## src/rtl/bram_arb_pkg.sv

```systemverilog
// Shared helpers and types for the BRAM port arbiter: width/latency functions
// and the in-flight read tracking record.
package bram_arb_pkg;

    localparam int MAX_NUM_REQ   = 8;
    localparam int MAX_IDX_WIDTH = 3;

    // Ceiling log2, never smaller than 1 so an index always has at least one bit.
    function automatic int clog2(input int value);
        int result;
        int remaining;
        result    = 0;
        remaining = value - 1;
        while (remaining > 0) begin
            result    = result + 1;
            remaining = remaining >> 1;
        end
        return (result < 1) ? 1 : result;
    endfunction

    function automatic int lat_of(input int pipelined);
        return (pipelined != 0) ? 2 : 1;
    endfunction

    typedef struct packed {
        logic                     valid;
        logic [MAX_IDX_WIDTH-1:0] id;
    } inflight_t;

endpackage

```

## src/rtl/rr_arbiter.sv

```systemverilog
// Combinational round-robin picker: scans requesters starting one past rr_ptr
// and selects the first valid one. The pointer register lives in the parent.
module rr_arbiter
    import bram_arb_pkg::*;
#(
    parameter int NUM_REQ   = 2,
    parameter int IDX_WIDTH = clog2(NUM_REQ)
) (
    input  logic [NUM_REQ-1:0]   valid,
    input  logic [IDX_WIDTH-1:0] rr_ptr,
    output logic [NUM_REQ-1:0]   grant,
    output logic [IDX_WIDTH-1:0] grant_idx,
    output logic                 any_grant
);

    localparam logic [IDX_WIDTH:0] NUM_REQ_W = (IDX_WIDTH + 1)'(NUM_REQ);

    logic [IDX_WIDTH:0]   scan_sum [NUM_REQ];
    logic [IDX_WIDTH-1:0] scan_idx [NUM_REQ];
    logic [NUM_REQ-1:0]   scan_hit;

    // Slot gi of the scan is requester (rr_ptr + 1 + gi) mod NUM_REQ; the sum
    // never reaches 2*NUM_REQ, so one conditional subtract replaces the modulo.
    generate
        for (genvar gi = 0; gi < NUM_REQ; gi++) begin : g_scan
            assign scan_sum[gi] = {1'b0, rr_ptr} + (IDX_WIDTH + 1)'(gi + 1);
            assign scan_idx[gi] = IDX_WIDTH'((scan_sum[gi] >= NUM_REQ_W)
                                             ? (scan_sum[gi] - NUM_REQ_W)
                                             : scan_sum[gi]);
            assign scan_hit[gi] = valid[scan_idx[gi]];
        end
    endgenerate

    // Walk from lowest to highest priority so the earliest hit wins last.
    always_comb begin
        grant     = '0;
        grant_idx = '0;
        any_grant = |valid;
        for (int i = NUM_REQ - 1; i >= 0; i--) begin
            if (scan_hit[i]) begin
                grant_idx = scan_idx[i];
            end
        end
        if (any_grant) begin
            grant[grant_idx] = 1'b1;
        end
    end

endmodule

```

## src/rtl/bram_port_arbiter.sv

```systemverilog
// Round-robin sharing of one BRAM port between NUM_REQ requesters, with a
// latency-matched in-flight pipeline that routes read data back by requester ID.
module bram_port_arbiter
    import bram_arb_pkg::*;
#(
    parameter int NUM_REQ    = 2,
    parameter int ADDR_WIDTH = 1,
    parameter int DATA_WIDTH = 1,
    parameter int WE_WIDTH   = 1,
    parameter int PIPELINED  = 0,
    parameter int ID_WIDTH   = 1
) (
    input  logic                           CLK,
    input  logic                           RST_N,
    input  logic [NUM_REQ-1:0]             REQ_VALID,
    output logic [NUM_REQ-1:0]             REQ_READY,
    input  logic [NUM_REQ*WE_WIDTH-1:0]    REQ_WE,
    input  logic [NUM_REQ*ADDR_WIDTH-1:0]  REQ_ADDR,
    input  logic [NUM_REQ*DATA_WIDTH-1:0]  REQ_DATA,
    output logic                           RSP_VALID,
    output logic [ID_WIDTH-1:0]            RSP_ID,
    output logic [DATA_WIDTH-1:0]          RSP_DATA,
    output logic                           BRAM_EN,
    output logic [WE_WIDTH-1:0]            BRAM_WE,
    output logic [ADDR_WIDTH-1:0]          BRAM_ADDR,
    output logic [DATA_WIDTH-1:0]          BRAM_DI,
    input  logic [DATA_WIDTH-1:0]          BRAM_DO
);

    localparam int LAT       = lat_of(PIPELINED);
    localparam int IDX_WIDTH = clog2(NUM_REQ);
    localparam logic [IDX_WIDTH-1:0] PTR_RESET = IDX_WIDTH'(NUM_REQ - 1);

    logic [WE_WIDTH-1:0]   req_we_arr   [NUM_REQ];
    logic [ADDR_WIDTH-1:0] req_addr_arr [NUM_REQ];
    logic [DATA_WIDTH-1:0] req_data_arr [NUM_REQ];

    logic [NUM_REQ-1:0]    grant;
    logic [IDX_WIDTH-1:0]  grant_idx;
    logic                  any_grant;

    logic [IDX_WIDTH-1:0]  rr_ptr_reg;
    logic [IDX_WIDTH-1:0]  rr_ptr_next;

    logic [WE_WIDTH-1:0]   sel_we;
    logic [ADDR_WIDTH-1:0] sel_addr;
    logic [DATA_WIDTH-1:0] sel_data;
    logic                  is_read;

    logic [ADDR_WIDTH-1:0] addr_hold_reg;
    logic [DATA_WIDTH-1:0] di_hold_reg;

    inflight_t             stage0_next;
    inflight_t             pipe_reg [LAT];

    generate
        for (genvar gi = 0; gi < NUM_REQ; gi++) begin : g_unpack
            assign req_we_arr[gi]   = REQ_WE[gi*WE_WIDTH +: WE_WIDTH];
            assign req_addr_arr[gi] = REQ_ADDR[gi*ADDR_WIDTH +: ADDR_WIDTH];
            assign req_data_arr[gi] = REQ_DATA[gi*DATA_WIDTH +: DATA_WIDTH];
        end
    endgenerate

    rr_arbiter #(
        .NUM_REQ   (NUM_REQ),
        .IDX_WIDTH (IDX_WIDTH)
    ) u_rr_arbiter (
        .valid     (REQ_VALID),
        .rr_ptr    (rr_ptr_reg),
        .grant     (grant),
        .grant_idx (grant_idx),
        .any_grant (any_grant)
    );

    assign sel_we   = req_we_arr[grant_idx];
    assign sel_addr = req_addr_arr[grant_idx];
    assign sel_data = req_data_arr[grant_idx];
    assign is_read  = any_grant && (sel_we == '0);

    assign rr_ptr_next = any_grant ? grant_idx : rr_ptr_reg;

    always_ff @(posedge CLK or negedge RST_N) begin
        if (!RST_N) begin
            rr_ptr_reg <= PTR_RESET;
        end else begin
            rr_ptr_reg <= rr_ptr_next;
        end
    end

    // Remember the last driven address/data so the port pins stay quiet when idle.
    always_ff @(posedge CLK or negedge RST_N) begin
        if (!RST_N) begin
            addr_hold_reg <= '0;
            di_hold_reg   <= '0;
        end else if (any_grant) begin
            addr_hold_reg <= sel_addr;
            di_hold_reg   <= sel_data;
        end
    end

    // Grant and enable are masked by reset so nothing transfers while it is held.
    assign REQ_READY = RST_N ? grant : '0;
    assign BRAM_EN   = RST_N & any_grant;
    assign BRAM_WE   = (RST_N && any_grant) ? sel_we : '0;
    assign BRAM_ADDR = any_grant ? sel_addr : addr_hold_reg;
    assign BRAM_DI   = any_grant ? sel_data : di_hold_reg;

    always_comb begin
        stage0_next       = '0;
        stage0_next.valid = is_read;
        stage0_next.id    = MAX_IDX_WIDTH'(grant_idx);
    end

    // One stage per cycle of BRAM read latency; no stall is ever needed because
    // the BRAM returns data a fixed number of cycles after each accepted read.
    always_ff @(posedge CLK or negedge RST_N) begin
        if (!RST_N) begin
            for (int s = 0; s < LAT; s++) begin
                pipe_reg[s] <= '0;
            end
        end else begin
            pipe_reg[0] <= stage0_next;
            for (int s = 1; s < LAT; s++) begin
                pipe_reg[s] <= pipe_reg[s-1];
            end
        end
    end

    assign RSP_VALID = pipe_reg[LAT-1].valid;
    assign RSP_ID    = ID_WIDTH'(pipe_reg[LAT-1].id);
    assign RSP_DATA  = BRAM_DO;

endmodule
```

## config.mk

```make
export PLATFORM = sky130hd
export DESIGN_NAME = bram_port_arbiter
export DESIGN_NICKNAME = d
export VERILOG_FILES = /design/src/rtl/bram_arb_pkg.sv /design/src/rtl/rr_arbiter.sv /design/src/rtl/bram_port_arbiter.sv
export SDC_FILE = /design/constraint.sdc
export NUM_CORES = 1
export LEC_CHECK = 0
export CAP_MARGIN = 40
export CORE_AREA = 2 2 39 41
export DETAILED_ROUTE_END_ITERATION = 7
export DIE_AREA = 0 0 41 43
export GPL_ROUTABILITY_DRIVEN = 0
export GPL_TIMING_DRIVEN = 0
export PLACE_DENSITY = 0.53
export SKIP_LAST_GASP = 1
export SLEW_MARGIN = 10
export SYNTH_ARGS = -nofsm -noshare
export SYNTH_HDL_FRONTEND = slang
export SYNTH_SLANG_ARGS = --single-unit
```

## constraint.sdc

```tcl
create_clock -name CLK -period 1.8 [get_ports CLK]
set_input_delay 0.36 -clock CLK [delete_from_list [all_inputs] [get_ports CLK]]
set_output_delay 0.36 -clock CLK [all_outputs]
set_load 0.05 [all_outputs]
```

==> results of run 1 <==
[path summary, 6_finish.rpt]
check                              from            end  slack (ns)  cells past startpoint
max                         REQ_ADDR[0]      BRAM_ADDR        0.04                      5
min                               RST_N      RSP_VALID         0.1                      1
max reg2reg                  rr_ptr_reg  addr_hold_reg        0.75                      3
min reg2reg                  rr_ptr_reg     rr_ptr_reg        0.57                      1
max in group asynchronous         RST_N     rr_ptr_reg        1.40                      1
min in group CLK           REQ_VALID[0]     rr_ptr_reg        0.43                      3
[critical path, stage by stage]
cell and delay [ns]:
clkdlybuf4s50_1 0.42, and3_1 0.19, a31oi_1 0.13, o21ai_1 0.11, buf_4 0.20
[layer usage]
metal / track usage (%) / wire length [um] / part of all wire [%] / up-vias
met5: 0 / 0 / 0 / -
met4: 4.000 / 0 / 0 / 0
met3: 6.283 / 27 / 3.9 / 0
met2: 12.19 / 354 / 51 / 7
met1: 10.78 / 315 / 45 / 136
li1: - / - / - / 142
[Yosys cell counts]
library cell / number
buf_2: 1
mux2i_1: 2
nand2_2: 1
dfstp_2: 1
inv_1: 1
dfrtp_1: 4
and3_1: 4
buf_4: 1
o22ai_1: 2
o21ai_1: 2
o21a_1: 2
buf_6: 1
nand2b_1: 1
nand2_1: 4
a31oi_1: 2
[layout by cell type, fill, tap and decap left out]
| cell type | count |
|---|---|
| and3_1 | 4 |
| o22ai_2 | 1 |
| o21ai_1 | 2 |
| dfstp_2 | 1 |
| clkbuf_1 | 1 |
| o22ai_1 | 1 |
| a31oi_1 | 2 |
| o21a_1 | 2 |
| buf_4 | 3 |
| inv_1 | 1 |
| clkdlybuf4s50_1 | 9 |
| nand2_2 | 1 |
| nand2_1 | 4 |
| dfrtp_1 | 4 |
| mux2i_1 | 2 |
| clkbuf_4 | 3 |
| clkdlybuf4s15_2 | 1 |
| buf_2 | 3 |
| buf_6 | 2 |
| clkdlybuf4s15_1 | 1 |
| nand2b_4 | 1 |
[layout make-up]
type	instances	area, um^2	area share [%]
Timing Repair Buffer	16	147.6	30.49
Multi-Input combinational cell	20	136.4	28.17
Sequential cell	5	126.4	26.10
Clock buffer	4	26.28	5.426
Buffer	3	23.77	4.910
Tap cell	16	20.02	4.134
Inverter	1	3.754	0.7752
[where the power goes]
| group | leakage (nW) | switching [mW] | internal, mW | total (mW) |
|---|---|---|---|---|
| combinational | 0.160 | 0.100 | 0.0618 | 0.162 |
| sequential | 0.0590 | 0.00695 | 0.129 | 0.136 |
| clock | 0.0150 | 0.0446 | 0.0837 | 0.128 |
| total | 0.234 | 0.152 | 0.275 | 0.427 |
[logic make-up (layout without fill, tap and decap cells)]
logic type	count (synthesis)	count (layout)	synth area share, %
flip-flops	5	5	45.70
AO/OA/AOI/OAI	8	8	18.10
multiplexers	2	2	7.240
AND/OR/NAND/NOR	10	10	19.00
buffers and inverters	4	24	9.952
[what timing repair did]
| action | in CTS | in global routing |
|---|---|---|
| pin swaps | 0 | 0 |
| gates resized for setup | 28 | 7 |
| endpoints found under the setup margin | 6 | 3 |
==> summary.txt, run 1 <==
Clocking
  • # hold bufs at CTS: 0
  • Post-CTS setup buffers: 0
  • Clock root cell: clkbuf_4
  • TritonCTS clock tree: yes
  • Clk Latency, worst-skew pair: 0.24 ns
  • Clk pin slew, worst setup/hold paths: about 0.040 ns
  • Max clock buf depth: 2
  • CTS Buf Count: 3
  • Sink Count: 5
  • H-tree levels: 1

Min path
  • HP Class: input port to async pin

Yosys
  • Post-synthesis sequential area ratio: 45.70%
  • Post-synth cell types: 15
  • Post-synth top area share: 36.20%
  • #FFs+latches synth: 5
  • Mapped Cells: 29
  • Post-synth top area cell: dfrtp_1
  • Syn Area/Cell: 9.535 um^2
  • Top cells by area, synth: dfrtp_1 36%, dfstp_2 9.5%, and3_1 9.0%, mux2i_1 7.2%, nand2_1 5.4%
  • Mapped Area: 276.5 um^2
  • Ys Warns: 0
  • Post-Syn Nets: 40

Detailed routing
  • Via count: 285
  • Iter 0 DRT Violations: 4
  • Average wire per standard cell: 10.72 um
  • Drt total wl: 697 um
  • Antenna-violating nets left: 0
  • Vias per std cell: 4.385
  • DR DRC count: 0
  • 1st-pass router iterations: 3

Die
  • Core ar.: approximately 0.0014 mm^2
  • Top-Level Pins: 20
  • Die Area: 0.001763 mm^2
  • Die Span X: 41 um
  • Die Span Y: 43 um
  • # rows: 14
  • Initial Utilization: 19.98%

Power
  • Design Power: 0.4267 mW
  • Power per cell area: 881.2 mW/mm^2
  • VDD IR max: around 0.28 mV
  • Leakage Power: 0.2340 nW

Layout
  • Final net count: 61
  • Fillers: 154
  • Share of cells above drive strength 1: 32.65%
  • ANT cells: 0
  • Final instance area: a little under 500 um^2
  • P&R area growth vs syn: 75.11%
  • Non-filler cells, final: 65
  • Final core utilization: a little over a third

Status
  • Outcome: completed

Timing
  • Worst-Margin Slew: 0.4962 ns
  • Slew Viols, Final: 0
  • Final period demand of the worst path: 1.765 ns
  • Clk_skew: 0.001972 ns
  • WHS: about 0.096 ns
  • Final hold violations: 0
  • Final worst slack: roughly 0.035 ns
  • Final setup fails: 0
  • Fmax: approximately 0.57 GHz
  • Setup TNS: 0 ns
  • RSZ-0062 raised after global routing: true
  • Relative slew margins: 66.82%
  • Final worst path period share: 98.05%

Global route
  • Largest net degree at the start of global routing: 11
  • GRT Overall Usage: 9.082%
  • First-pass GRT wire length: 1.035 mm
  • Vias in the first global route: 268
  • Initial antenna violation count: 0
  • Gr ovfl total: 0

Placement
  • Placed cell areas: 462.9 um^2
  • Setup WS pre-CTS: -0.7090 ns
  • Post-Place Cells: 61
  • Hpwl dp: 528.5 um
  • IO Port Bufs: 16

Worst setup path
  • Critical Path End Type: output port
  • Startpoint class of the critical path: input port
  • Worst path required time: 1.44 ns
  • CP Class: input port to output port
  • WP data arrival: between 1 and 1.5 ns
  • CP Max Fanout: 2

Flow run
  • Max Cap Viol: 0
No activity file was read; power rests on OpenSTA's default activity.
==> inputs of run 2 (changes only) <==
==> constraint.sdc (replaced) <==
create_clock -name CLK -period 1.9 [get_ports CLK]
set_input_delay 0.38 -clock CLK [delete_from_list [all_inputs] [get_ports CLK]]
set_output_delay 0.38 -clock CLK [all_outputs]
set_load 0.05 [all_outputs]
==> summary.txt, run 2 (same netlist as run 1, synthesis figures left out) <==
Timing
  • Setup TNS: 0 ns (unchanged)
  • Relative slew margins: 66.97% (+0.15 points)
  • Final setup fails: 0 (unchanged)
  • Fmax: 0.5484 GHz
  • Final hold violations: 0 (unchanged)
  • RSZ-0062 raised after global routing: true
  • Final period demand of the worst path: between 1.5 and 2 ns
  • Final worst path period share: 95.98%
  • Worst-Margin Slew: 0.4939 ns (-0.002273 ns)
  • Slew Viols, Final: 0 (unchanged)
  • Clk_skew: 0.001368 ns (-0.0006038 ns)

Placement
  • Post-Place Cells: 61 (unchanged)
  • Placed cell areas: 456.7 um^2 (-1.4%)
  • Hpwl dp: 519 um (-1.8%)
  • IO Port Bufs: 16 (unchanged)

Worst setup path
  • R2R Path End: addr_hold_reg
  • Startpoint class of the critical path: input port
  • Reg2Reg Launch Point: rr_ptr_reg
  • Reg2Reg Depth: 3 (unchanged)
  • Worst path required time: 1.52 ns (+0.08 ns)
  • Critical Path End Type: output port
  • CP Class: input port to output port
  • WP data arrival: 1.44 ns (+0.04 ns)
  • FF-to-FF setup slack: 0.87 ns (+0.12 ns)
  • CP Max Fanout: 2 (unchanged)

Status
  • Outcome: completed

Die
  • Top-Level Pins: 20 (unchanged)
  • Die Area: 0.001763 mm^2 (unchanged)
  • Initial Utilization: 19.98% (unchanged)
  • Core ar.: 0.001384 mm^2 (unchanged)
  • Die Span X: 41 um (unchanged)
  • # rows: 14 (unchanged)
  • Die Span Y: 43 um (unchanged)

Detailed routing
  • DR DRC count: 0 (unchanged)
  • Met2 WL: 315 um (-11%)
  • Antenna-violating nets left: 0 (unchanged)
  • Via count: 277 (-2.8%)
  • Wl on met1: 307 um (-2.5%)
  • Vias per std cell: 4.262 (-2.8%)
  • Average wire per standard cell: 10.34 um (-3.6%)
  • Met3 WL: 48 um (+78%)
  • Iter 0 DRT Violations: 1 (-3)
  • Drt total wl: 672 um (-3.6%)
  • DR top layer: met3
  • 1st-pass router iterations: 2 (-1)

Global route
  • Largest net degree at the start of global routing: 11 (unchanged)
  • Initial antenna violation count: 0 (unchanged)
  • First-pass GRT wire length: 1.028 mm (-0.68%)
  • Vias in the first global route: 267 (-0.37%)
  • GRT Overall Usage: 9.082% (unchanged)
  • Gr ovfl total: 0 (unchanged)

Clocking
  • CTS Buf Count: 3 (unchanged)
  • Sink Count: 5 (unchanged)
  • Clk pin slew, worst setup/hold paths: 0.04 ns (about the same)
  • Max clock buf depth: 2 (unchanged)
  • Post-CTS setup buffers: 0 (unchanged)
  • Clk Latency, worst-skew pair: 0.24 ns (about the same)
  • Clock root cell: clkbuf_4
  • H-tree levels: 1 (unchanged)
  • TritonCTS clock tree: yes

Power
  • VDD IR max: 0.3184 mV (+15%)
  • Design Power: 0.3966 mW (-7.0%)
  • Power per cell area: 840.8 mW/mm^2 (-4.6%)
  • Leakage Power: 0.2225 nW (-4.9%)

Layout
  • Most frequent cells in the layout: 9 x clkdlybuf4s50_1, 4 x dfrtp_1, 4 x and3_1, 4 x nand2_1, 4 x clkbuf_4
  • ANT cells: 0 (unchanged)
  • Share of cells above drive strength 1: 28.57% (-4.1 points)
  • Final net count: 61 (unchanged)
  • P&R area growth vs syn: 70.59%
  • Final core utilization: 34.09% (-0.90 points)
  • Leading cell type in the layout, fill and taps excluded: clkdlybuf4s50_1
  • Final instance area: 471.7 um^2 (-2.6%)
  • Non-filler cells, final: 65 (unchanged)

Flow run
  • Max Cap Viol: 0 (unchanged)

Min path
  • HP Class: input port to async pin
## run 2: worst max-delay path: stages
cell and delay (ns):
clkdlybuf4s50_1 0.47, and3_1 0.15, a31oi_1 0.04, o21ai_1 0.11, buf_2 0.29
## run 2: cell type report
type / instances / area, um^2
Buffer: 3 / 23.77
Clock buffer: 4 / 26.28
Multi-Input combinational cell: 20 / 122.6
Tap cell: 16 / 20.02
Inverter: 1 / 3.754
Fill cell: 156 / 912.1
Timing Repair Buffer: 16 / 148.9
Sequential cell: 5 / 126.4
## run 2: layer usage
layer  vias to the layer above  track usage, %
met5                         -               0
met4                         0           6.000
met3                         0           4.712
met2                        10           13.13
met1                       125           9.804
li1                        142               -
## run 2: repair_timing
action	CTS	global route
setup endpoints to repair	6	2
resized for setup	23	4
hold buffers	0	0
## run 2: worst max path at each step
stage	depth (start not counted)	slack [ns]	from	endpoint
3_5_place_dp	4	-0.63	RST_N	BRAM_WE
3_3_place_gp	4	-0.63	RST_N	BRAM_WE
5_1_grt	4	-0.005	rr_ptr_reg	BRAM_WE
6_report	5	0.08	REQ_ADDR[0]	BRAM_ADDR
2_1_floorplan	3	0.03	rr_ptr_reg	BRAM_WE
4_1_cts	4	-0.04	rr_ptr_reg	BRAM_WE
## run 2: stage by stage
step	hold WS, ns	worst slack [ns]
2_1_floorplan	0.08441	0.03028
3_3_place_gp	0.5552	-0.6340
3_5_place_dp	0.5575	-0.6347
4_1_cts	0.1472	-0.04321
5_1_grt	0.1765	-0.004745
6_report	0.1478	0.07639
## run 2: power by group
group          switching (mW)  internal (mW)  total (mW)
registers             0.00652          0.122       0.129
clock network          0.0440         0.0794       0.123
logic                  0.0923         0.0521       0.144
